[src/rtl/ahb_lite_master_if_if.sv]
// Core request/response and AHB-Lite master signals of the load/store initiator.
// The master modport is the initiator's view; the slave modport is the core plus bus fabric.
interface ahb_lite_master_if_if #(
  parameter int ADDR_W = 32,
  parameter int DATA_W = 32
);
  logic              cpu_req;
  logic              cpu_we;
  logic [1:0]        cpu_size;
  logic [ADDR_W-1:0] cpu_addr;
  logic [DATA_W-1:0] cpu_wdata;
  logic              cpu_ready;
  logic              cpu_done;
  logic              cpu_err;
  logic [DATA_W-1:0] cpu_rdata;

  logic [ADDR_W-1:0] HADDR;
  logic [1:0]        HTRANS;
  logic              HWRITE;
  logic [2:0]        HSIZE;
  logic [2:0]        HBURST;
  logic [DATA_W-1:0] HWDATA;
  logic [DATA_W-1:0] HRDATA;
  logic              HREADY;
  logic              HRESP;

  modport master (
    input  cpu_req, cpu_we, cpu_size, cpu_addr, cpu_wdata,
    output cpu_ready, cpu_done, cpu_err, cpu_rdata,
    output HADDR, HTRANS, HWRITE, HSIZE, HBURST, HWDATA,
    input  HRDATA, HREADY, HRESP
  );

  modport slave (
    output cpu_req, cpu_we, cpu_size, cpu_addr, cpu_wdata,
    input  cpu_ready, cpu_done, cpu_err, cpu_rdata,
    input  HADDR, HTRANS, HWRITE, HSIZE, HBURST, HWDATA,
    output HRDATA, HREADY, HRESP
  );
endinterface

[src/rtl/ahb_lite_master_if.sv]
// Single-outstanding AHB-Lite initiator for core loads/stores; done 3 cycles after accept with a zero-wait slave.
// Core handshake is ready/req (requests while busy are dropped); bus backpressure is HREADY, each wait adds a cycle.
module ahb_lite_master_if #(
  parameter int ADDR_W = 32,
  parameter int DATA_W = 32
) (
  input  logic                 clk,
  input  logic                 reset,
  ahb_lite_master_if_if.master bus
);

  typedef enum logic [2:0] {
    S_IDLE = 3'd0,
    S_ADDR = 3'd1,
    S_DATA = 3'd2,
    S_ERR  = 3'd3,
    S_RESP = 3'd4
  } state_t;

  localparam logic [1:0] HTRANS_IDLE   = 2'b00;
  localparam logic [1:0] HTRANS_NONSEQ = 2'b10;

  state_t            state_q, state_d;
  logic [ADDR_W-1:0] addr_q, addr_d;
  logic              we_q, we_d;
  logic [2:0]        size_q, size_d;
  logic [DATA_W-1:0] wdata_q, wdata_d;
  logic [DATA_W-1:0] rdata_q, rdata_d;
  logic              err_q, err_d;

  logic [2:0] req_hsize;
  logic       req_misaligned;

  // Size 2'b11 is folded into word before it reaches the bus or the alignment check.
  always_comb begin
    req_hsize      = (bus.cpu_size == 2'b11) ? 3'b010 : {1'b0, bus.cpu_size};
    req_misaligned = 1'b0;
    case (req_hsize)
      3'b001:  req_misaligned = bus.cpu_addr[0];
      3'b010:  req_misaligned = (bus.cpu_addr[1:0] != 2'b00);
      default: req_misaligned = 1'b0;
    endcase
  end

  always_ff @(posedge clk) begin
    if (!reset) begin
      state_q <= S_IDLE;
      addr_q  <= '0;
      we_q    <= 1'b0;
      size_q  <= 3'b000;
      wdata_q <= '0;
      rdata_q <= '0;
      err_q   <= 1'b0;
    end else begin
      state_q <= state_d;
      addr_q  <= addr_d;
      we_q    <= we_d;
      size_q  <= size_d;
      wdata_q <= wdata_d;
      rdata_q <= rdata_d;
      err_q   <= err_d;
    end
  end

  always_comb begin
    state_d = state_q;
    addr_d  = addr_q;
    we_d    = we_q;
    size_d  = size_q;
    wdata_d = wdata_q;
    rdata_d = rdata_q;
    err_d   = err_q;
    case (state_q)
      S_IDLE: begin
        if (bus.cpu_req) begin
          addr_d  = bus.cpu_addr;
          we_d    = bus.cpu_we;
          size_d  = req_hsize;
          wdata_d = bus.cpu_wdata;
          err_d   = req_misaligned;
          state_d = req_misaligned ? S_RESP : S_ADDR;
        end
      end
      S_ADDR: begin
        if (bus.HREADY) state_d = S_DATA;
      end
      S_DATA: begin
        if (bus.HREADY) begin
          // A one-cycle ERROR from a non-compliant slave is still reported as an error.
          err_d   = bus.HRESP;
          state_d = S_RESP;
          if (!bus.HRESP && !we_q) rdata_d = bus.HRDATA;
        end else if (bus.HRESP) begin
          state_d = S_ERR;
        end
      end
      S_ERR: begin
        if (bus.HREADY) begin
          err_d   = 1'b1;
          state_d = S_RESP;
        end
      end
      S_RESP:  state_d = S_IDLE;
      default: state_d = S_IDLE;
    endcase
  end

  always_comb begin
    bus.HTRANS    = (state_q == S_ADDR) ? HTRANS_NONSEQ : HTRANS_IDLE;
    bus.HADDR     = addr_q;
    bus.HWRITE    = we_q;
    bus.HSIZE     = size_q;
    bus.HBURST    = 3'b000;
    bus.HWDATA    = '0;
    if ((state_q == S_DATA || state_q == S_ERR) && we_q) bus.HWDATA = wdata_q;
    bus.cpu_ready = (state_q == S_IDLE);
    bus.cpu_done  = (state_q == S_RESP);
    bus.cpu_err   = (state_q == S_RESP) && err_q;
    bus.cpu_rdata = rdata_q;
  end

endmodule

[src/flat_wrapper.sv]
// flat-port wrapper written by rule: the top's interface ports become plain ports
module ahb_lite_master_if_flat 
#(
  parameter int ADDR_W = 32,
  parameter int DATA_W = 32
)
  (clk, reset, bus_cpu_req, bus_cpu_we, bus_cpu_size, bus_cpu_addr, bus_cpu_wdata, bus_cpu_ready, bus_cpu_done, bus_cpu_err, bus_cpu_rdata, bus_HADDR, bus_HTRANS, bus_HWRITE, bus_HSIZE, bus_HBURST, bus_HWDATA, bus_HRDATA, bus_HREADY, bus_HRESP);
  ahb_lite_master_if_if #(.ADDR_W(ADDR_W), .DATA_W(DATA_W)) bus_i ();
  input  logic clk;
  input  logic reset;
  input wire logic [$bits(bus_i.cpu_req)-1:0] bus_cpu_req;
  input wire logic [$bits(bus_i.cpu_we)-1:0] bus_cpu_we;
  input wire logic [$bits(bus_i.cpu_size)-1:0] bus_cpu_size;
  input wire logic [$bits(bus_i.cpu_addr)-1:0] bus_cpu_addr;
  input wire logic [$bits(bus_i.cpu_wdata)-1:0] bus_cpu_wdata;
  output wire logic [$bits(bus_i.cpu_ready)-1:0] bus_cpu_ready;
  output wire logic [$bits(bus_i.cpu_done)-1:0] bus_cpu_done;
  output wire logic [$bits(bus_i.cpu_err)-1:0] bus_cpu_err;
  output wire logic [$bits(bus_i.cpu_rdata)-1:0] bus_cpu_rdata;
  output wire logic [$bits(bus_i.HADDR)-1:0] bus_HADDR;
  output wire logic [$bits(bus_i.HTRANS)-1:0] bus_HTRANS;
  output wire logic [$bits(bus_i.HWRITE)-1:0] bus_HWRITE;
  output wire logic [$bits(bus_i.HSIZE)-1:0] bus_HSIZE;
  output wire logic [$bits(bus_i.HBURST)-1:0] bus_HBURST;
  output wire logic [$bits(bus_i.HWDATA)-1:0] bus_HWDATA;
  input wire logic [$bits(bus_i.HRDATA)-1:0] bus_HRDATA;
  input wire logic [$bits(bus_i.HREADY)-1:0] bus_HREADY;
  input wire logic [$bits(bus_i.HRESP)-1:0] bus_HRESP;
  assign bus_i.cpu_req = bus_cpu_req;
  assign bus_i.cpu_we = bus_cpu_we;
  assign bus_i.cpu_size = bus_cpu_size;
  assign bus_i.cpu_addr = bus_cpu_addr;
  assign bus_i.cpu_wdata = bus_cpu_wdata;
  assign bus_cpu_ready = bus_i.cpu_ready;
  assign bus_cpu_done = bus_i.cpu_done;
  assign bus_cpu_err = bus_i.cpu_err;
  assign bus_cpu_rdata = bus_i.cpu_rdata;
  assign bus_HADDR = bus_i.HADDR;
  assign bus_HTRANS = bus_i.HTRANS;
  assign bus_HWRITE = bus_i.HWRITE;
  assign bus_HSIZE = bus_i.HSIZE;
  assign bus_HBURST = bus_i.HBURST;
  assign bus_HWDATA = bus_i.HWDATA;
  assign bus_i.HRDATA = bus_HRDATA;
  assign bus_i.HREADY = bus_HREADY;
  assign bus_i.HRESP = bus_HRESP;
  ahb_lite_master_if #(.ADDR_W(ADDR_W), .DATA_W(DATA_W)) u_core (.clk(clk), .reset(reset), .bus(bus_i));
endmodule
[config.mk]
export PLATFORM = sky130hd
export DESIGN_NAME = ahb_lite_master_if_flat
export DESIGN_NICKNAME = d
export VERILOG_FILES = /design/src/rtl/ahb_lite_master_if_if.sv /design/src/rtl/ahb_lite_master_if.sv /design/src/flat_wrapper.sv
export SDC_FILE = /design/constraint.sdc
export NUM_CORES = 1
export LEC_CHECK = 0
export ABC_AREA = 1
export CORE_ASPECT_RATIO = 1.4
export CORE_MARGIN = 2
export CORE_UTILIZATION = 39
export CTS_BUF_LIST = sky130_fd_sc_hd__clkbuf_8 sky130_fd_sc_hd__clkbuf_16
export DETAILED_ROUTE_END_ITERATION = 10
export PLACE_DENSITY = 0.78
export SYNTH_ARGS = -nofsm -noshare
export SYNTH_HDL_FRONTEND = slang
export SYNTH_SLANG_ARGS = --single-unit
[constraint.sdc]
create_clock -name clk -period 1.6 [get_ports clk]
set_clock_uncertainty 0.2 [all_clocks]
set_input_delay 0.24 -clock clk [delete_from_list [all_inputs] [get_ports clk]]
set_output_delay 0.24 -clock clk [all_outputs]
set_load 0.02 [all_outputs]
==> metrics.cfg <==
[global_routing]
top_usage_layer = met2
grt_use_met2_pct = 45.3
grt_max_degree = 65
grt_use_met1_pct = 23.7
grt-ovfl-total = 0
antenna_found_initial = 0
grt_pass1_wl_mm = 20.7
gr-usage-met3_pct = 5.96
grt_pass1_vias = 4367
grt_usage_pct = 24.5

[place]
dp_cells = 861
gp_congestion = 0.816
dpl_cell_area_sq_mm = 0.00631
hpwl_mm = 8.80
port-buffer-count = 206
post-place-ws_ns = -0.291

[critical_path]
worst-path-buf-inv = 3
start_kind = flop
cp.required_ns = 1.16
r2r-start = u_core.state_q[1]
reg2reg_to = u_core.wdata_q[30]
cp_slowest_cell = dfxtp_2
critical-path-max-stage-delay_ns = 0.35
cp_top_family = buffers and inverters
criticalPathCategory = flop to primary output
endpoint_kind = primary output
r2r_cells = 10
worstPathMaxFanout = 32
r2r_slack_ns = -0.18
crit_start = u_core.state_q[1]
cp.arrival_ns = 1.38
cp_cell_sequence = inv_2 -> nor2_4 -> nand2_2 -> buf_12 -> nor2_1 -> buf_4

[die]
io-pin-count = 212
core_area_sq_mm = 0.00995
row_count = 43
start_util_pct = 40.2
die_area_sq_mm = 0.0111
die_h_um = 124
die_width_um = 89.6

[drt]
drt_iter0_drc = 167
wl_per_cell_um = 16.5
vias_per_cell = 4.86
drc_errors = 0
ant_nets = 0
vias = 4377
wl_mm = 14.9
drt_pass1_iterations = 4

[clock_tree]
htreeDepth = 3
path_clk_slew_ns = 0.07
clk_path_buf_depth = 2
cts_root_buffer = clkbuf_16
tritoncts = yes
clk_latency_ns = 0.34
cts_sinks = 103
cts_buffers = 9

[sta]
fin_setup_tns_ns = -13.43
period_minus_slack_ns = 1.82
fmax_mhz = 551
whs_ns = 0.0820
rsz0062_at_grt = true
finalSetupViolCount = 103
fin_crit_sh_pct = 113
fin_ws_ns = -0.216
maxSlewViolCount = 0
hold_viol = 0

[power_and_ir_drop]
leakagePower_nw = 3.29
power_mw = 12.6
power.density_mw_per_mm2 = 1640
vdd_ir_drop_max_uv = 1040

[layout]
final_area_sq_mm = 0.00766
finalNonFillerCells = 901
final_core_util_pct = 77.0
final_layout_size_suffix_gt1_share_pct = 29.9
nets = 865
antenna_cells = 0
area_delta_synth_final_pct = 91.5
nFillCells = 663

[worst_hold_path]
worstHoldStart = reset
hold_end = u_core.bus.HWRITE
hp-class = primary input to flop
hold_path_depth = 3

[run_status]
run_status = finished, violations left
failed_checks = negative setup slack

[job]
maxCapViolCount = 0

[synthesis]
synthesis.instances = 530
syn-cell-area_sq_mm = 0.00400
yosys_warnings = 0
yosysSeqAreaShare_pct = 51.5
ys_types = 22
ys_seq_elements = 103
syn_area_per_cell_sq_um = 7.55

-- Yosys cell counts (all sizes together) --
| cell | n | area share, % |
|---|---|---|
| nand3 | 3 | 0.38 |
| and3 | 1 | 0.16 |
| nor3 | 2 | 0.25 |
| o21ai | 100 | 13 |
| clkbuf | 12 | 1.1 |
| inv | 78 | 7.4 |
| a21oi | 68 | 8.5 |
| nand2 | 24 | 2.3 |
| nand4 | 1 | 0.53 |
| dfxtp | 103 | 52 |
| buf | 26 | 4.0 |
| nor2 | 111 | 11 |
| conb | 1 | 0.094 |
-- routing by layer --
| metal | vias to the layer above | part of all wire [%] |
|---|---|---|
| met3 | 50 | 6.1 |
| met4 | 0 | 5.1 |
| met5 | - | 0 |
| met2 | 175 | 55 |
| met1 | 2020 | 34 |
| li1 | 2132 | - |
-- worst min-delay path, cell delays in order --
cell and delay (ns):
buf_2 0.20, o21ai_2 0.09, a21oi_1 0.04
-- final cells by class --
cell class,instances,area (sq um),area share (%)
multi-input combinational,315,2050,26.8
timing repair inverter,1,20.0,0.261
inverter,78,308,4.02
clock inverter,6,108,1.40
timing repair buffer,253,2700,35.2
sequential,103,2070,27.0
tap,135,169,2.20
clock buffer,10,239,3.12
-- sequential cells by signal, summed over array words and instances (netlist names) --
register              flops
u_core.bus.HADDR         32
u_core.bus.cpu_rdata     32
u_core.err_q              1
u_core.bus.HWRITE         1
u_core.wdata_q           32
u_core.state_q            3
u_core.bus.HSIZE          2
-- where the power goes --
part / switching (mW) / internal (mW)
sequential: 0.316 / 3.27
clock: 0.942 / 1.57
combinational: 3.45 / 3.03
-- what timing repair did --
item	4_1_cts	5_1_grt
hold endpoints to repair	0	0
resized for setup	372	113
cloned	10	4
setup buffers	7	4
pin swaps	11	18
endpoints found under the setup margin	184	140
hold buffers	0	0
-- how the worst max path moves through the flow --
stage / depth (start not counted) / to / slack (ns)
3_5_place_dp: 6 / bus_HWDATA[8] / -0.29
4_1_cts: 6 / bus_HWDATA[21] / -0.16
2_1_floorplan: 5 / bus_HWDATA[10] / -0.07
3_3_place_gp: 6 / bus_HWDATA[1] / -0.24
6_report: 6 / bus_HWDATA[15] / -0.22
5_1_grt: 6 / bus_HWDATA[26] / -0.29
-- cell families after synthesis --
| group | Yosys count | synth area share [%] |
|---|---|---|
| other | 1 | 0.0937 |
| buffers and inverters | 116 | 12.5 |
| AOI/OAI and AO/OA | 168 | 21.0 |
| DFF | 103 | 51.5 |
| and+or+nand+nor | 142 | 14.8 |
-- layout by cell type (no fill, tap or decap), drive strengths merged --
cell type	count
clkdlybuf4s50	102
nor2	111
inv	81
a21oi	68
nand2	24
buf	80
clkinv	1
nand4	1
clkbuf	15
o21ai	100
dlygate4sd2	66
dfxtp	103
and3	1
bufinv	3
nand3	3
conb	5
nor3	2
Note: power is estimated with default switching activity, not from simulation.
